--- src/rtl/reg_bank_sched.sv ---
// reg_bank_sched: round-robin scheduler sharing one bank of WIDTH-bit entries
// between NREQ requesters. One registered grant per cycle; the bank commits the
// granted write/clear/preset on the edge that ends the grant cycle. Read port
// is combinational and shows the pre-commit value during a grant cycle.
// Optional burst locking is compiled in with `define REG_BANK_SCHED_LOCK_EN.
module reg_bank_sched #(
  parameter int unsigned      NREQ      = 4,
  parameter int unsigned      WIDTH     = 8,
  parameter int unsigned      DEPTH     = 4,
  parameter int unsigned      AW        = 2,
  parameter logic [WIDTH-1:0] INIT      = '0,
  parameter int unsigned      BURST_MAX = 4
) (
  input  logic                  clk,
  input  logic                  clr,
  input  logic [NREQ-1:0]       req,
  input  logic [2*NREQ-1:0]     op,
  input  logic [AW*NREQ-1:0]    addr,
  input  logic [WIDTH*NREQ-1:0] wdata,
  input  logic [NREQ-1:0]       lock,
  output logic [NREQ-1:0]       gnt,
  output logic                  busy,
  output logic                  err,
  input  logic [AW-1:0]         rd_addr,
  output logic [WIDTH-1:0]      rd_data
);

  localparam int unsigned PW = (NREQ > 1) ? $clog2(NREQ) : 1;

  typedef enum logic [1:0] {S_IDLE, S_GRANT, S_LOCKED} state_t;

  state_t            r_state, w_state_nxt;
  logic [NREQ-1:0]   r_gnt, w_gnt_nxt, w_elig;
  logic [PW-1:0]     r_rr_ptr, w_gidx, w_cand;
  logic              w_found;
  logic              r_busy, r_err, w_bad;
  logic [1:0]        r_cop, w_op_sel;
  logic [AW-1:0]     r_caddr, w_addr_sel;
  logic [WIDTH-1:0]  r_cwdata, w_wdata_sel;
  logic [WIDTH-1:0]  r_bank [DEPTH];
  logic              w_lk_cont;

`ifdef REG_BANK_SCHED_LOCK_EN
  localparam int unsigned BW = $clog2(BURST_MAX + 1);
  logic [PW-1:0] r_lk;
  logic [BW-1:0] r_burst, w_burst_nxt;

  // Locked owner keeps the bank while it keeps both req and lock asserted
  assign w_lk_cont = (r_state == S_LOCKED) && req[r_lk] && lock[r_lk];
`else
  logic w_unused_lock;
  assign w_lk_cont     = 1'b0;
  assign w_unused_lock = (^lock) ^ (r_state == S_LOCKED) ^ (BURST_MAX == 0);
`endif

  // Arbitration and next-state: round-robin over req masked by the current grant
  always_comb begin
    w_elig      = req & ~r_gnt;
    w_found     = 1'b0;
    w_gidx      = r_rr_ptr;
    w_cand      = '0;
    for (int unsigned k = 1; k <= NREQ; k++) begin
      w_cand = PW'((32'(r_rr_ptr) + k) % NREQ);
      if (!w_found && w_elig[w_cand]) begin
        w_found = 1'b1;
        w_gidx  = w_cand;
      end
    end
`ifdef REG_BANK_SCHED_LOCK_EN
    // A continuing burst overrides round-robin and bypasses the mask
    if (w_lk_cont) begin
      w_found = 1'b1;
      w_gidx  = r_lk;
    end
`endif
    w_gnt_nxt = '0;
    if (w_found) w_gnt_nxt[w_gidx] = 1'b1;
    w_state_nxt = w_found ? S_GRANT : S_IDLE;
`ifdef REG_BANK_SCHED_LOCK_EN
    w_burst_nxt = r_burst;
    if (w_lk_cont) begin
      // Last allowed grant drops back to GRANT so the normal mask blocks i next cycle
      w_burst_nxt = BW'(32'(r_burst) + 1);
      w_state_nxt = ((32'(r_burst) + 1) < BURST_MAX) ? S_LOCKED : S_GRANT;
    end else if (w_found && lock[w_gidx] && (BURST_MAX > 1)) begin
      w_burst_nxt = BW'(1);
      w_state_nxt = S_LOCKED;
    end
`endif
  end

  // Select the granted requester's transaction fields for capture
  always_comb begin
    w_op_sel    = '0;
    w_addr_sel  = '0;
    w_wdata_sel = '0;
    for (int unsigned i = 0; i < NREQ; i++) begin
      if (PW'(i) == w_gidx) begin
        w_op_sel    = op[2*i +: 2];
        w_addr_sel  = addr[AW*i +: AW];
        w_wdata_sel = wdata[WIDTH*i +: WIDTH];
      end
    end
  end

  assign w_bad = (r_cop == 2'b11) || (32'(r_caddr) >= DEPTH);

  // Control registers: state, grant, pointer, captured transaction, flags
  always_ff @(posedge clk or negedge clr) begin
    if (!clr) begin
      r_state  <= S_IDLE;
      r_gnt    <= '0;
      r_rr_ptr <= PW'(NREQ - 1);
      r_busy   <= 1'b0;
      r_err    <= 1'b0;
      r_cop    <= '0;
      r_caddr  <= '0;
      r_cwdata <= '0;
    end else begin
      r_state <= w_state_nxt;
      r_gnt   <= w_gnt_nxt;
      r_busy  <= (|w_gnt_nxt) || (w_state_nxt == S_LOCKED);
      r_err   <= (|r_gnt) && w_bad;
      if (w_found) begin
        r_rr_ptr <= w_gidx;
        r_cop    <= w_op_sel;
        r_caddr  <= w_addr_sel;
        r_cwdata <= w_wdata_sel;
      end
    end
  end

`ifdef REG_BANK_SCHED_LOCK_EN
  // Burst owner and grant count
  always_ff @(posedge clk or negedge clr) begin
    if (!clr) begin
      r_lk    <= '0;
      r_burst <= '0;
    end else begin
      if (w_found) r_lk <= w_gidx;
      r_burst <= w_burst_nxt;
    end
  end
`endif

  // Bank commit at the end of the grant cycle; reset drops any pending commit
  always_ff @(posedge clk or negedge clr) begin
    if (!clr) begin
      for (int unsigned i = 0; i < DEPTH; i++) r_bank[i] <= INIT;
    end else if ((|r_gnt) && !w_bad) begin
      case (r_cop)
        2'b00:   r_bank[r_caddr] <= r_cwdata;
        2'b01:   r_bank[r_caddr] <= '0;
        2'b10:   r_bank[r_caddr] <= '1;
        default: ;
      endcase
    end
  end

  assign gnt     = r_gnt;
  assign busy    = r_busy;
  assign err     = r_err;
  assign rd_data = (32'(rd_addr) < DEPTH) ? r_bank[rd_addr] : '0;

endmodule

--- config.mk ---
export PLATFORM = sky130hd
export DESIGN_NAME = reg_bank_sched
export DESIGN_NICKNAME = d
export VERILOG_FILES = /design/src/rtl/reg_bank_sched.sv
export SDC_FILE = /design/constraint.sdc
export NUM_CORES = 1
export LEC_CHECK = 0
export ABC_AREA = 1
export BUFFER_PORTS_ARGS = -buffer_cell sky130_fd_sc_hd__buf_2
export CAP_MARGIN = 20
export CORE_UTILIZATION = 50
export DETAILED_ROUTE_END_ITERATION = 6
export PLACE_DENSITY_LB_ADDON = 0.3
export SYNTH_ARGS = -nofsm -noshare
export SYNTH_HDL_FRONTEND = slang
export SYNTH_SLANG_ARGS = --single-unit
--- constraint.sdc ---
create_clock -name clk -period 2 [get_ports clk]
set_clock_uncertainty 0.2 [all_clocks]
set_input_delay 0.3 -clock clk [delete_from_list [all_inputs] [get_ports clk]]
set_output_delay 0.3 -clock clk [all_outputs]
set_load 0.01 [all_outputs]
Yosys cells after proc, flatten, opt, wreduce, memory -nomap -nowiden. Index checks and enable logic that the tools add are counted.

Divide/modulo/power cells: 0. Multiplexer cells: 39. Bitwise logic cells: 7. Multipliers: 0. Equal/unequal tests: 7. Shifts and indexed selects: 0. Reductions and logical operators: 18. Add/subtract/negate cells: 4. $lt $le $gt $ge: 9.

Operators by type and width (count): $pmux W32 S3 (1); $mux W8 (7); $and A32 B32 Y32 (1); $bwmux W32 (1); $not A32 Y32 (1); $or A32 B32 Y32 (1); $mux W2 (12); $bmux W8 S2 (1); $demux W8 S2 (1); $lt A2 B3 Y1 const B (5); $mux W1 (10); $bmux W1 S2 (4); $reduce_or A4 Y1 (2); $logic_and A1 B1 Y1 (7); $ge A3 B3 Y1 const B (2); $not A2 Y3 (2); $add A2 B1 Y2 const B (2); $add A2 B2 Y2 const B (2); $and A4 B4 Y4 (1); $eq A2 B2 Y1 const A (2); $eq A2 B2 Y1 const B (2); $logic_not A1 Y1 (4); $logic_not A2 Y1 (2); $mux W4 (1); other kinds (10) (10).

Latch bits: 0. Word-level logic and storage cells: 95. Register bits: 52. Bits in writable memories: 0. Output and inout bits: 14. ROM bits: 0. Input port bits: 60. Memories: 0.

Depth between registers and ports, before layout.
Word-level depth: 21. Depth in mapped cells: 17. Gate-level depth less buffers: 16.

Worst setup path after synthesis. Ideal clock, no wire load.

Kind: flip-flop to flip-flop. From: register r_rr_ptr[0]. To: register r_cwdata[0]. Data arrival time: 1.804 ns. Required time: 1.683 ns. Slack: -0.121 ns. Stages on the path, launching flop included: 16. Library setup time: 0.117 ns. Path through: dfstp_2 buf_4 inv_6 nand3_1 nand2_1 nand2_1 nand2_2 nand2_1 nand3_1 nand2_4 inv_2 buf_4 nand3_1 nand3_1 nor2_1 nor2_1.

Word-level cells in the longest chain between the ends: 18. Elaborated cells on any way between the ends: 34. Those cells by class: 4 x add/sub; 3 x eq/ne; 20 x mux; 7 x reduce/logical.

Ends and longest elaborated chain: start: declaration (RTL line 34) `logic [PW-1:0] r_rr_ptr, w_gidx, w_cand;`; start signal: assignment (RTL line 113) `r_rr_ptr <= PW'(NREQ - 1);`; start signal: assignment (RTL line 125) `r_rr_ptr <= w_gidx;`; $add A2 B1 Y2 (RTL line 63) `w_cand = PW'((32'(r_rr_ptr) + k) % NREQ);`; $bmux W1 S2 (RTL line 64) `if (!w_found && w_elig[w_cand]) begin`; $mux W1 (implied by the code) (RTL line 64); $mux W1 (RTL line 64); $logic_not A1 Y1 (RTL line 64); $logic_and A1 B1 Y1 (RTL line 64); $mux W1 (RTL line 64); $logic_not A1 Y1 (RTL line 64); $logic_and A1 B1 Y1 (RTL line 64); $mux W1 (RTL line 64); $logic_not A1 Y1 (RTL line 64); $logic_and A1 B1 Y1 (RTL line 64); $mux W2 (RTL line 64); $logic_not A2 Y1 (RTL line 98) `if (PW'(i) == w_gidx) begin`; $mux W8 (4 in a row) (RTL line 98); end signal: assignment (RTL line 128) `r_cwdata <= w_wdata_sel;`; end: declaration (RTL line 39) `logic [WIDTH-1:0] r_cwdata, w_wdata_sel;`.

Several ways; a longest one is shown, not always the timed one. The select of a mux whose other input is x is not followed. A chain may end at the register's enable or synchronous reset.

Worst setup path in the final report.
From: register r_rr_ptr[0]. To: register r_cwdata[1].

The elaborated chain is that of the path after synthesis.

==> qor.yml <==
hold_viol_final: 0
h-tree-depth: 2
synth_nets: 566
drive_above_1_share: 0.378
grt_setup_unrepaired: "yes"
place_hpwl_um: 6970
reg2reg_from: "r_rr_ptr[0]"
detail-route-antenna-nets: 0
finalWorstSetupSlack_ns: -0.310
clkSlewWorstSetupHoldPaths_ns: 0.10
synth_edf_count: 0
insertion_delay_ns: 0.32
drc_errors: 2
violations: "design-rule violations, negative setup slack"
crit_path_end_kind: "flip-flop"
portBuffers: 69
crit_family: "simple AND/OR/NAND/NOR gates"
grt_max_degree: 25
hold_class: "in2reg"
max_stage_delay_ns: 0.58
syn_inst: 502
gp_congestion: 0.880
status: "finished with violations"
critPathMostFrequentCell: "nand2_4"
antenna_cells: 0
globalRouteTotalUtil: 0.319
vias: 4286
cp-start-kind: "flip-flop"
critPathSlowestCell: "dfstp_2"
syn2layout_area_growth_pct: 49.5
critical_path.cell_chain: "buf_12 > nand3_1 > nand3_2 > nand2_4 > nand2_4 > nand2_4 > nand2_8 > nand2_8 > buf_6 > o21ai_1 > nand3_1 > nand2_1 > nand2_1"
fin_crit_sh: 1.15
routed_wirelength_um: 13000
avgViaCountPerCell: 6.05
cts.path.max_buffers: 2
design_area_sq_um: 5120
holdCritStartpoint: "op[6]"
required_ns: 2.00
ys.flop_type: "dfrtp_1"
grt_antenna_before_repair: 0
drv_cap: 0
max_clock_freq_mhz: 433
grt_pass1_wl_um: 18100
worstMarginPinSlew_ns: 0.525
slew_headroom: 0.650
rows: 29
ys_ff_latch: 52
final_max_slew_viol_count: 0
synth_cell_types: 27
async_reset_ff_frac: 1.00
dr.pass1.iters: 7
path_class: "reg2reg"
syn_area_per_cell_sq_um: 6.82
yosysWarnings: 0
clock-sinks: 52
ios: 74
fp.coreArea_sq_um: 6490
crit_buf_inv: 2
postPlaceCellArea_sq_um: 4130
whs_ns: 0.117
drtIter0Drc: 478
grt_overflow: 0
wl_per_cell_um: 18.4
setup_viol: 22
grt_pass1_vias: 3750
ys_seq_area_frac: 0.381
start_util: 0.527
instances_no_fill: 709
synth_area_sq_um: 3420
die_y_um: 84.8
nNetsFinal: 695
cts_tree: "built"
numCtsBuffers: 5
cts_root_buffer: "clkbuf_8"
die-area_sq_um: 7180
layout_min_cycle_time_ns: 2.31
crit_arrival_ns: 2.31
die_x_um: 84.8
crit_fanout: 6
cp-startpoint: "r_rr_ptr[0]"
dp_cells: 671
-- logic make-up after synthesis --
logic type,count (synthesis),share of synthesized area
simple gates,215,0.284
buf+inv,94,0.111
flops,52,0.381
compound gates,137,0.209
fa+ha+maj,4,0.0146
-- routing by layer --
layer	wire length, um	GRT usage
met5	0	0
met2	6250	0.540
met4	582	0.0786
met3	1280	0.0501
met1	4930	0.430
-- cells in the final DEF, fill, tap and decap left out, drive strengths merged --
cell,n
a21oi,11
a22oi,8
a31oi,1
buf,131
clkbuf,8
clkinv,2
clkinvlp,1
dfrtp,50
dfstp,2
dlygate4sd3,1
ha,4
inv,75
nand2,116
nand3,36
nand3b,4
nand4,14
nor2,46
nor3,4
nor4,1
o21ai,109
o22ai,8
-- worst register-to-register path: cells and delay by family (launching register included) --
kind	cells	cell delay, ns
compound gates	1	0.11
buf+inv	2	0.29
flops	1	0.58
simple gates	10	1.01
-- Yosys cell counts, drive strengths merged (2+ instances only) --
cell,number,share of area
nor2,44,0.049
nand4,14,0.026
a22oi,8,0.018
a21oi,11,0.016
o22ai,8,0.015
dfstp,2,0.015
o21ai,109,0.16
nand2,112,0.13
nand3b,4,0.0088
dfrtp,50,0.37
ha,4,0.015
clkbuf,12,0.013
nand3,36,0.060
nor3,4,0.0058
inv,76,0.085
buf,6,0.014
-- path summary, 6_finish.rpt --
check / endpoint / slack (ns) / cells after the start
setup / recovery: r_cwdata[1] / -0.31 / 13
hold / removal: r_cop[0] / 0.12 / 5
setup reg to reg: r_cwdata[1] / -0.31 / 13
hold reg to reg: flip-flop / 0.30 / 2
max in group asynchronous: asynchronous set/reset pin / 0.63 / 3
min in group asynchronous: asynchronous set/reset pin / 0.28 / 2
-- per-stage QoR --
| stage | utilization | TNS (ns) | worst slack [ns] |
|---|---|---|---|
| floorplan | - | -0.583 | -0.0592 |
| global placement | 0.636 | -8.13 | -0.344 |
| detailed placement | 0.636 | -11.15 | -0.373 |
| CTS | 0.717 | -2.20 | -0.185 |
| global route | 0.788 | -5.80 | -0.392 |
| finish | 0.788 | -3.78 | -0.310 |
-- final cells by class --
type	instances	area (sq um)
fillers	389	1380
multi-input cells	362	2310
repair inverters	1	11.3
clock buffers	7	86.3
repair buffers	133	978
well taps	77	96.3
clock inverters	1	7.51
flip-flops and latches	52	1310
inverters	76	320
-- repair_timing --
| item | 4_1_cts | 5_1_grt |
|---|---|---|
| pin swaps | 23 | 25 |
| hold endpoints to repair | 18 | 0 |
| buffers inserted | 6 | 14 |
| gates cloned | 3 | 6 |
| resized for setup | 82 | 96 |
| setup endpoints to repair | 42 | 50 |
| hold buffers | 1 | 0 |
Power is left out: the tool's default activity adds up to more than one toggle a clock period on the data nets, which glitch-free logic cannot reach.
